===== config.mk =====
export PLATFORM = sky130hd
export DESIGN_NAME = ci_fft_sequencer
export DESIGN_NICKNAME = d
export VERILOG_FILES = /design/src/rtl/ci_fft_pkg.sv /design/src/rtl/ci_rr_arbiter.sv /design/src/rtl/ci_fft_sequencer.sv
export SDC_FILE = /design/constraint.sdc
export NUM_CORES = 1
export LEC_CHECK = 0
export BUFFER_PORTS_ARGS = -buffer_cell sky130_fd_sc_hd__buf_2
export CAP_MARGIN = 10
export CORE_UTILIZATION = 40
export CTS_CLUSTER_DIAMETER = 40
export DETAILED_ROUTE_END_ITERATION = 16
export GPL_TIMING_DRIVEN = 0
export PLACE_DENSITY_LB_ADDON = 0.08
export RECOVER_POWER = 50
export SLEW_MARGIN = 20
export SYNTH_ARGS = -nofsm -noshare
export SYNTH_HDL_FRONTEND = slang
export SYNTH_HIERARCHICAL = 1
export SYNTH_SLANG_ARGS = --single-unit

===== constraint.sdc =====
create_clock -name clk -period 5.4 [get_ports clk]
set_input_delay 0.27 -clock clk [delete_from_list [all_inputs] [get_ports clk]]
set_output_delay 0.27 -clock clk [all_outputs]
set_load 0.005 [all_outputs]

===== src/rtl/ci_fft_pkg.sv =====
// Shared definitions for the FFT frame sequencer: default sizes, FSM states,
// and the round-robin pick helper used by the arbiter.
package ci_fft_pkg;

  localparam int FFT_LEN = 64;
  localparam int DW      = 12;
  localparam int MAX_CH  = 8;

  typedef enum logic [1:0] {
    S_IDLE = 2'd0,
    S_FEED = 2'd1,
    S_WAIT = 2'd2
  } state_e;

  // Ceiling log2; returns 0 for v <= 1.
  function automatic int clog2(input int v);
    int r;
    r = 0;
    for (int i = 0; i < 31; i++) begin
      if ((1 << i) < v) r = i + 1;
    end
    return r;
  endfunction

  // Lowest-numbered requester at or after last+1 (mod n). Scanning from the
  // farthest offset down lets the nearest hit overwrite earlier ones.
  function automatic int rr_pick(input logic [MAX_CH-1:0] req, input int n,
                                 input int last);
    int idx;
    int pick;
    pick = 0;
    for (int k = MAX_CH; k >= 1; k--) begin
      if (k <= n) begin
        idx = last + k;
        if (idx >= n) idx = idx - n;
        if (req[idx[2:0]]) pick = idx;
      end
    end
    return pick;
  endfunction

endpackage


===== src/rtl/ci_rr_arbiter.sv =====
// Combinational round-robin picker; the sequencer registers its result.
module ci_rr_arbiter
  import ci_fft_pkg::*;
#(
  parameter int N_CH = 4,
  parameter int CW   = clog2(N_CH)
) (
  input  logic [N_CH-1:0] req,
  input  logic [CW-1:0]   last_ch,
  output logic [CW-1:0]   grant_idx,
  output logic            any
);

  logic [MAX_CH-1:0] req_w;

  // Widen the request vector to the helper's fixed width.
  always_comb begin
    req_w            = '0;
    req_w[N_CH-1:0]  = req;
  end

  assign grant_idx = CW'(rr_pick(req_w, N_CH, int'(last_ch)));
  assign any       = |req;

endmodule


===== src/rtl/ci_fft_sequencer.sv =====
// Grants one channel at a time, streams a full frame into the shared FFT core,
// then tags each returned bin with its channel and index.
module ci_fft_sequencer #(
  parameter int N_CH    = 4,
  parameter int FFT_LEN = ci_fft_pkg::FFT_LEN,
  parameter int DW      = ci_fft_pkg::DW,
  parameter int CW      = ci_fft_pkg::clog2(N_CH),
  parameter int IW      = ci_fft_pkg::clog2(FFT_LEN)
) (
  input  logic                 clk,
  input  logic                 reset_n,
  input  logic [N_CH-1:0]      ch_ready,
  output logic [N_CH-1:0]      ch_rd,
  input  logic [N_CH*DW-1:0]   ch_data,
  output logic                 fft_nd,
  output logic [2*DW-1:0]      fft_in,
  input  logic                 fft_out_nd,
  input  logic [2*DW-1:0]      fft_out,
  input  logic                 fft_ovf,
  output logic                 res_valid,
  output logic [CW-1:0]        res_ch,
  output logic [IW-1:0]        res_idx,
  output logic [DW-1:0]        res_re,
  output logic                 busy,
  output logic [7:0]           ovf_cnt
);
  import ci_fft_pkg::*;

  localparam logic [IW-1:0] FEED_LAST = IW'(FFT_LEN - 1);
  localparam logic [IW:0]   RES_FULL  = (IW+1)'(FFT_LEN);

  state_e          state_q;
  logic [CW-1:0]   cur_ch_q;
  logic [CW-1:0]   last_ch_q;
  logic [IW-1:0]   feed_cnt_q;
  logic [IW:0]     res_cnt_q;
  logic            drop_q;
  logic [N_CH-1:0] ch_rd_q;
  logic            fft_nd_q;
  logic [2*DW-1:0] fft_in_q;
  logic            res_valid_q;
  logic [CW-1:0]   res_ch_q;
  logic [IW-1:0]   res_idx_q;
  logic [DW-1:0]   res_re_q;
  logic            busy_q;
  logic [7:0]      ovf_cnt_q;

  logic [CW-1:0]   arb_idx;
  logic            arb_any;
  logic [DW-1:0]   cur_sample;
  logic            collecting;
  logic            unused_imag;

  ci_rr_arbiter #(.N_CH(N_CH), .CW(CW)) u_arb (
    .req       (ch_ready),
    .last_ch   (last_ch_q),
    .grant_idx (arb_idx),
    .any       (arb_any)
  );

  assign cur_sample  = ch_data[cur_ch_q*DW +: DW];
  // Results are accepted from the first fed sample onward, until the frame is full.
  assign collecting  = (state_q != S_IDLE) && (res_cnt_q != RES_FULL);
  assign unused_imag = ^fft_out[DW-1:0];

  // Frame FSM with all outputs registered.
  always_ff @(posedge clk or negedge reset_n) begin
    if (!reset_n) begin
      state_q     <= S_IDLE;
      cur_ch_q    <= '0;
      last_ch_q   <= CW'(N_CH - 1);
      feed_cnt_q  <= '0;
      res_cnt_q   <= '0;
      drop_q      <= 1'b0;
      ch_rd_q     <= '0;
      fft_nd_q    <= 1'b0;
      fft_in_q    <= '0;
      res_valid_q <= 1'b0;
      res_ch_q    <= '0;
      res_idx_q   <= '0;
      res_re_q    <= '0;
      busy_q      <= 1'b0;
      ovf_cnt_q   <= '0;
    end else begin
      res_valid_q <= 1'b0;
      // The buffer's read data is captured on the edge ending its ch_rd cycle.
      fft_nd_q    <= |ch_rd_q;
      if (|ch_rd_q) fft_in_q <= {cur_sample, {DW{1'b0}}};

      case (state_q)
        S_IDLE: begin
          if (arb_any) begin
            state_q    <= S_FEED;
            busy_q     <= 1'b1;
            cur_ch_q   <= arb_idx;
            ch_rd_q    <= {{(N_CH-1){1'b0}}, 1'b1} << arb_idx;
            feed_cnt_q <= '0;
            res_cnt_q  <= '0;
            drop_q     <= 1'b0;
          end
        end
        S_FEED: begin
          feed_cnt_q <= feed_cnt_q + 1'b1;
          if (feed_cnt_q == FEED_LAST) begin
            ch_rd_q <= '0;
            state_q <= S_WAIT;
          end
        end
        S_WAIT: begin
          // Leave one cycle after the last result so IDLE follows the final res_valid.
          if (res_cnt_q == RES_FULL) begin
            state_q   <= S_IDLE;
            busy_q    <= 1'b0;
            last_ch_q <= cur_ch_q;
            if ((drop_q || fft_ovf) && ovf_cnt_q != 8'hFF) ovf_cnt_q <= ovf_cnt_q + 8'd1;
          end
        end
        default: state_q <= S_IDLE;
      endcase

      if (collecting) begin
        if (fft_ovf) drop_q <= 1'b1;
        if (fft_out_nd) begin
          res_cnt_q   <= res_cnt_q + 1'b1;
          res_valid_q <= !(drop_q || fft_ovf);
          res_ch_q    <= cur_ch_q;
          res_idx_q   <= res_cnt_q[IW-1:0];
          res_re_q    <= fft_out[2*DW-1:DW];
        end
      end
    end
  end

  assign ch_rd     = ch_rd_q;
  assign fft_nd    = fft_nd_q;
  assign fft_in    = fft_in_q;
  assign res_valid = res_valid_q;
  assign res_ch    = res_ch_q;
  assign res_idx   = res_idx_q;
  assign res_re    = res_re_q;
  assign busy      = busy_q;
  assign ovf_cnt   = ovf_cnt_q;

endmodule


* Word level (Yosys, flattened, before mapping)
Index checks and enable logic that the tools add are counted.
** Word-level totals
- Register bits :: 67
- Input port bits :: 80
** Operators by class
- Add/subtract/negate cells :: 11
- $mul :: 1
- Magnitude comparators :: 8
- Equality and inequality tests :: 9
- Shifts and indexed selects :: 2
- Muxes and demuxes :: 38
- Reductions and logical operators :: 18
** Operators with widths (number)
- $ge A32 B4 Y1 const B :: 3
- $shiftx A48 B7 Y12 :: 1
- $mux W7 :: 4
- $lt A3 B4 Y1 const B :: 4
- $mux W2 :: 7
- $bmux W1 S3 :: 4
- $mux W1 :: 12
- $mux W3 :: 4
- $pmux W6 S2 :: 1
- $reduce_and A3 Y1 :: 4
- $sub A3 B3 Y3 const B :: 4
- $add A8 B1 Y8 const B :: 1
- $mux W4 :: 2
- $ne A8 B8 Y1 const B :: 1
- $pmux W4 S2 :: 1
- $reduce_and A2 Y1 :: 4
- $reduce_or A4 Y1 :: 2
- $add A7 B1 Y7 const B :: 1
- $eq A7 B7 Y1 const B :: 1
- $ne A7 B7 Y1 const B :: 1
- $add A2 B2 Y3 const B :: 2
- $add A6 B1 Y6 const B :: 1
- $eq A6 B6 Y1 const B :: 1
- $mux W6 :: 1
- other kinds (15) :: 20

* Logic depth before layout (Yosys ltp)
- Depth in word-level cells :: 12
- Gate-level depth with buffers :: 10
- Mapped depth without buffers :: 8

* By module
Netlist, hierarchy kept.
** By module, submodules not included
- ci_fft_sequencer :: times used 1, cells each 256, area each 3255.6 sq um, sequential area each 1679.1 sq um
- ci_rr_arbiter :: times used 1, cells each 30, area each 237.7 sq um, sequential area each 0.0 sq um

* Worst setup path after synthesis
Ideal clock, no wire load.
- Path kind :: reg2reg
- From :: register last_ch_q[0]
- To :: register ch_rd_q[3] (netlist: ch_rd[3])
- Data arrival time :: 2.261 ns
- Data required time :: 5.275 ns
- Slack :: 3.014 ns
- Cell stages (with the launch flop) :: 11
- Buffers on the path :: 2
- Cells stage by stage :: dfstp_2 buf_6 inv_1 ha_1 buf_4 mux2i_1 a32o_1 a221oi_2 o2bb2ai_1 and3_1 mux2_2
** On the way
- Longest elaborated chain between the ends :: 12
** RTL lines
- start: declaration :: line ci_fft_sequencer.sv:34 : logic [CW-1:0] last_ch_q;
- start signal: assignment :: line ci_fft_sequencer.sv:71 : last_ch_q <= CW'(N_CH - 1);
- start signal: assignment :: line ci_fft_sequencer.sv:114 : last_ch_q <= cur_ch_q;
- parallel branches: the longest is 8 deep, another holds $ge A32 B4 Y1
- $mux W2 (*) :: line ci_fft_pkg.sv:36 : if (req[idx[2:0]]) pick = idx;
- via arb_idx[0] :: line ci_fft_sequencer.sv:48 : logic [CW-1:0] arb_idx;
- $shl A1 B2 Y4 (*) :: line ci_fft_sequencer.sv:96 : ch_rd_q <= {{(N_CH-1){1'b0}}, 1'b1} << arb_idx;
- $mux W4 (*) :: line ci_fft_sequencer.sv:92 : if (arb_any) begin
- $pmux W4 S2 (*) :: line ci_fft_sequencer.sv:90 : case (state_q)
- end signal: assignment :: line ci_fft_sequencer.sv:96
- end: declaration :: line ci_fft_sequencer.sv:38 : logic [N_CH-1:0] ch_rd_q;
Mark *: on every way through the listed nets, which the timed path passes. The select of a mux whose other input is x is not followed.
A chain may end at the register's enable or synchronous reset.

* Final worst setup path
Ends and elaborated chain as after synthesis.

==> impl_metrics.toml <==
[status]
status = "completed"

[yosys]
netlist_instances = 286
ys_warn_count = 6
synth-main-ff-cell = "dfrtp_1"
synth_edf_count = 0
synth_cell_types = 53
synth_area_um2 = 3493
synth-async-reset-ratio = 1.000
ys_ff_latch = 67
synth-seq-area-share = 0.4807
avgSynthCellArea_um2 = 12.21

[detailed_routing]
first_iter_violations = 104
drc = 0
vias = 2694
viasPerCell = 5.054
routed_wl_um = 7334
post_drt_wl_per_cell_um = 13.76
dr.pass1.iters = 4
final_antenna_net_count = 0

[critical_path]
path_max_fanout = 10
worstSetupPathType = "flip-flop to flip-flop"
cp-start-kind = "flip-flop"
required_ns = 5.62
arrival_ns = 2.78
cp-end-kind = "flip-flop"

[cts]
cts_buffers = 9
cts.clk_slew.worst_paths_ns = 0.07
clock_latency_ns = 0.33
cts_setup_buffers = 0
cts_buffer_depth = 2
root_buffer = "clkbuf_8"
h-tree-depth = 3
cts_tree = "yes"
cts_sinks = 67

[run]
drv_cap = 0

[grt]
overflow = 0
grt_pass1_wl_um = 11340
antenna_found_initial = 0
grt_max_degree = 44
grtUsageTotal = 0.1621
first_global_vias = 2406

[timing]
tightest_slew_ns = 1.442
finalClockSkew_ns = 0.008503
rsz0062_at_grt = "no"
min_period_ns = 2.554
slew_headroom = 0.03875
setup-violations-final = 0
fmax_mhz = 391.5
final-hold-violation-count = 0
fin_tns_setup_ns = 0
period_share = 0.4730
slew_viol_final = 0

[power]
irDropWorstVdd_mv = 0.1571
power.density_nw_per_um2 = 446.4
p_sw_uw = 657.4
p_int_uw = 1313
p_seq_frac = 0.397
pwr-share-clk = 0.178
switching_share = 0.3337
power.leakage_uw = 0.002159
combinationalPowerShare = 0.425

[cells_and_area]
multiInputGateArea_um2 = 1649
nets = 509
final_cell_mix = "buf_2, dfrtp_1, mux2_2"
fill_cells = 791
regArea_um2 = 1679
drive_above_1_share = 0.4533
final_common_cell = "buf_2"
final_area_um2 = 4413
antenna_cells = 0
area_growth_pct = 26.33

[floorplanning]
fp.coreArea_um2 = 8341
io_pins = 139
die_h_um = 95.45
start_util = 0.4188
row_count = 33
die-area_um2 = 9111
dieWidth_um = 95.45

[place]
place.gp.congestion = 0.8051
dp_hpwl_um = 5518
place_area_um2 = 4267
port_buffers = 114

[worst_hold_path]
hp-class = "primary input to flip-flop"
## final timing paths
check | from | to | slack (ns) | cells after the start
setup / recovery | last_ch_q[0]$_DFFE_PN1P_ | ch_rd[3]$_DFFE_PN0P_ | 2.85 | 10
hold / removal | fft_ovf | res_valid$_DFF_PN0_ | 0.15 | 2
setup reg to reg | last_ch_q[0]$_DFFE_PN1P_ | ch_rd[3]$_DFFE_PN0P_ | 2.85 | 10
hold reg to reg | drop_q$_DFF_PN0_ | res_valid$_DFF_PN0_ | 0.45 | 1
max in group asynchronous | reset_n | last_ch_q[0]$_DFFE_PN1P_ | 3.67 | 3
min in group asynchronous | reset_n | ovf_cnt[6]$_DFFE_PN0P_ | 0.80 | 2
## critical path, cell delays in order, from the launching register on
cell       delay, ns
dfstp_2         0.54
buf_6           0.13
inv_1           0.05
ha_1            0.28
buf_4           0.16
mux2i_1         0.15
a32o_1          0.30
a221oi_2        0.21
o2bb2ai_1       0.17
and3_1          0.20
mux2_2          0.25
## flip-flops by register name, indices dropped and copies added, names as in the netlist, 2 cells and up
signal      flops
last_ch_q       2
res_re         12
fft_in         12
cur_ch_q        2
res_ch          2
res_idx         6
state_q         2
res_cnt_q       7
feed_cnt_q      6
ovf_cnt         8
ch_rd           4
## per-layer routing
metal  track usage  wire length [um]
met2        0.2702              3383
met3       0.03190               505
met1        0.2082              3335
met5             0                 0
met4       0.05970               110
## what timing repair did
item / in CTS / in global routing
gates resized for setup: 0 / 0
hold endpoints to repair: 24 / 0
hold buffers: 1 / 0
## cell usage after synthesis, types with 4 or more instances
library cell,count,area [um2]
nand4_1,4,25.02
ha_1,5,62.56
mux4_2,12,270.3
nand2_1,20,75.07
inv_1,8,30.03
buf_4,13,97.59
nor2_1,15,56.30
nand3_1,11,55.05
xor2_1,5,43.79
clkbuf_1,4,15.01
dfrtp_1,65,1627
mux2_2,39,439.2
o21ai_0,21,105.1
## power groups by stage
| stage | clock (uW) | sequential [uW] | combinational [uW] |
|---|---|---|---|
| CTS | 361 | 782 | 867 |
| finish | 351 | 782 | 837 |
| detailed placement | 0 | 791 | 864 |
| floorplan | 0 | 790 | 568 |
| global placement | 0 | 784 | 849 |
| global route | 385 | 805 | 929 |
## layout make-up
cell class                      count  share of cell area
Buffer                             24             0.03998
Multi-Input combinational cell    198              0.3737
Sequential cell                    67              0.3805
Inverter                            8            0.006805
Clock inverter                      3            0.003402
Clock buffer                       12             0.03289
Tap cell                          105             0.02977
Timing Repair Buffer              116              0.1330
## kinds of logic after synthesis
group	count (synthesis)	share of synthesized area
other	1	0.001073
AND/OR/NAND/NOR	77	0.1261
flip-flops	67	0.4807
XOR/XNOR	5	0.01254
adder cells (fa/ha/maj)	5	0.01791
AO/OA/AOI/OAI	43	0.08238
multiplexers	56	0.2203
buffers and inverters	32	0.05909
## metrics by stage
stage          std cells  utilization  total power, uW  hold slack, ns  setup slack [ns]
6_report             533       0.5291             1970          0.1507             2.846
5_1_grt              533       0.5291             2119          0.1306             2.684
3_5_place_dp         517       0.5116             1655          0.2050             2.843
4_1_cts              533       0.5320             2009          0.1388             2.830
2_1_floorplan        297            -             1358        -0.02559             3.014
3_3_place_gp         516       0.5080             1633          0.4507             2.864
Note: power is estimated with default switching activity, not from simulation.
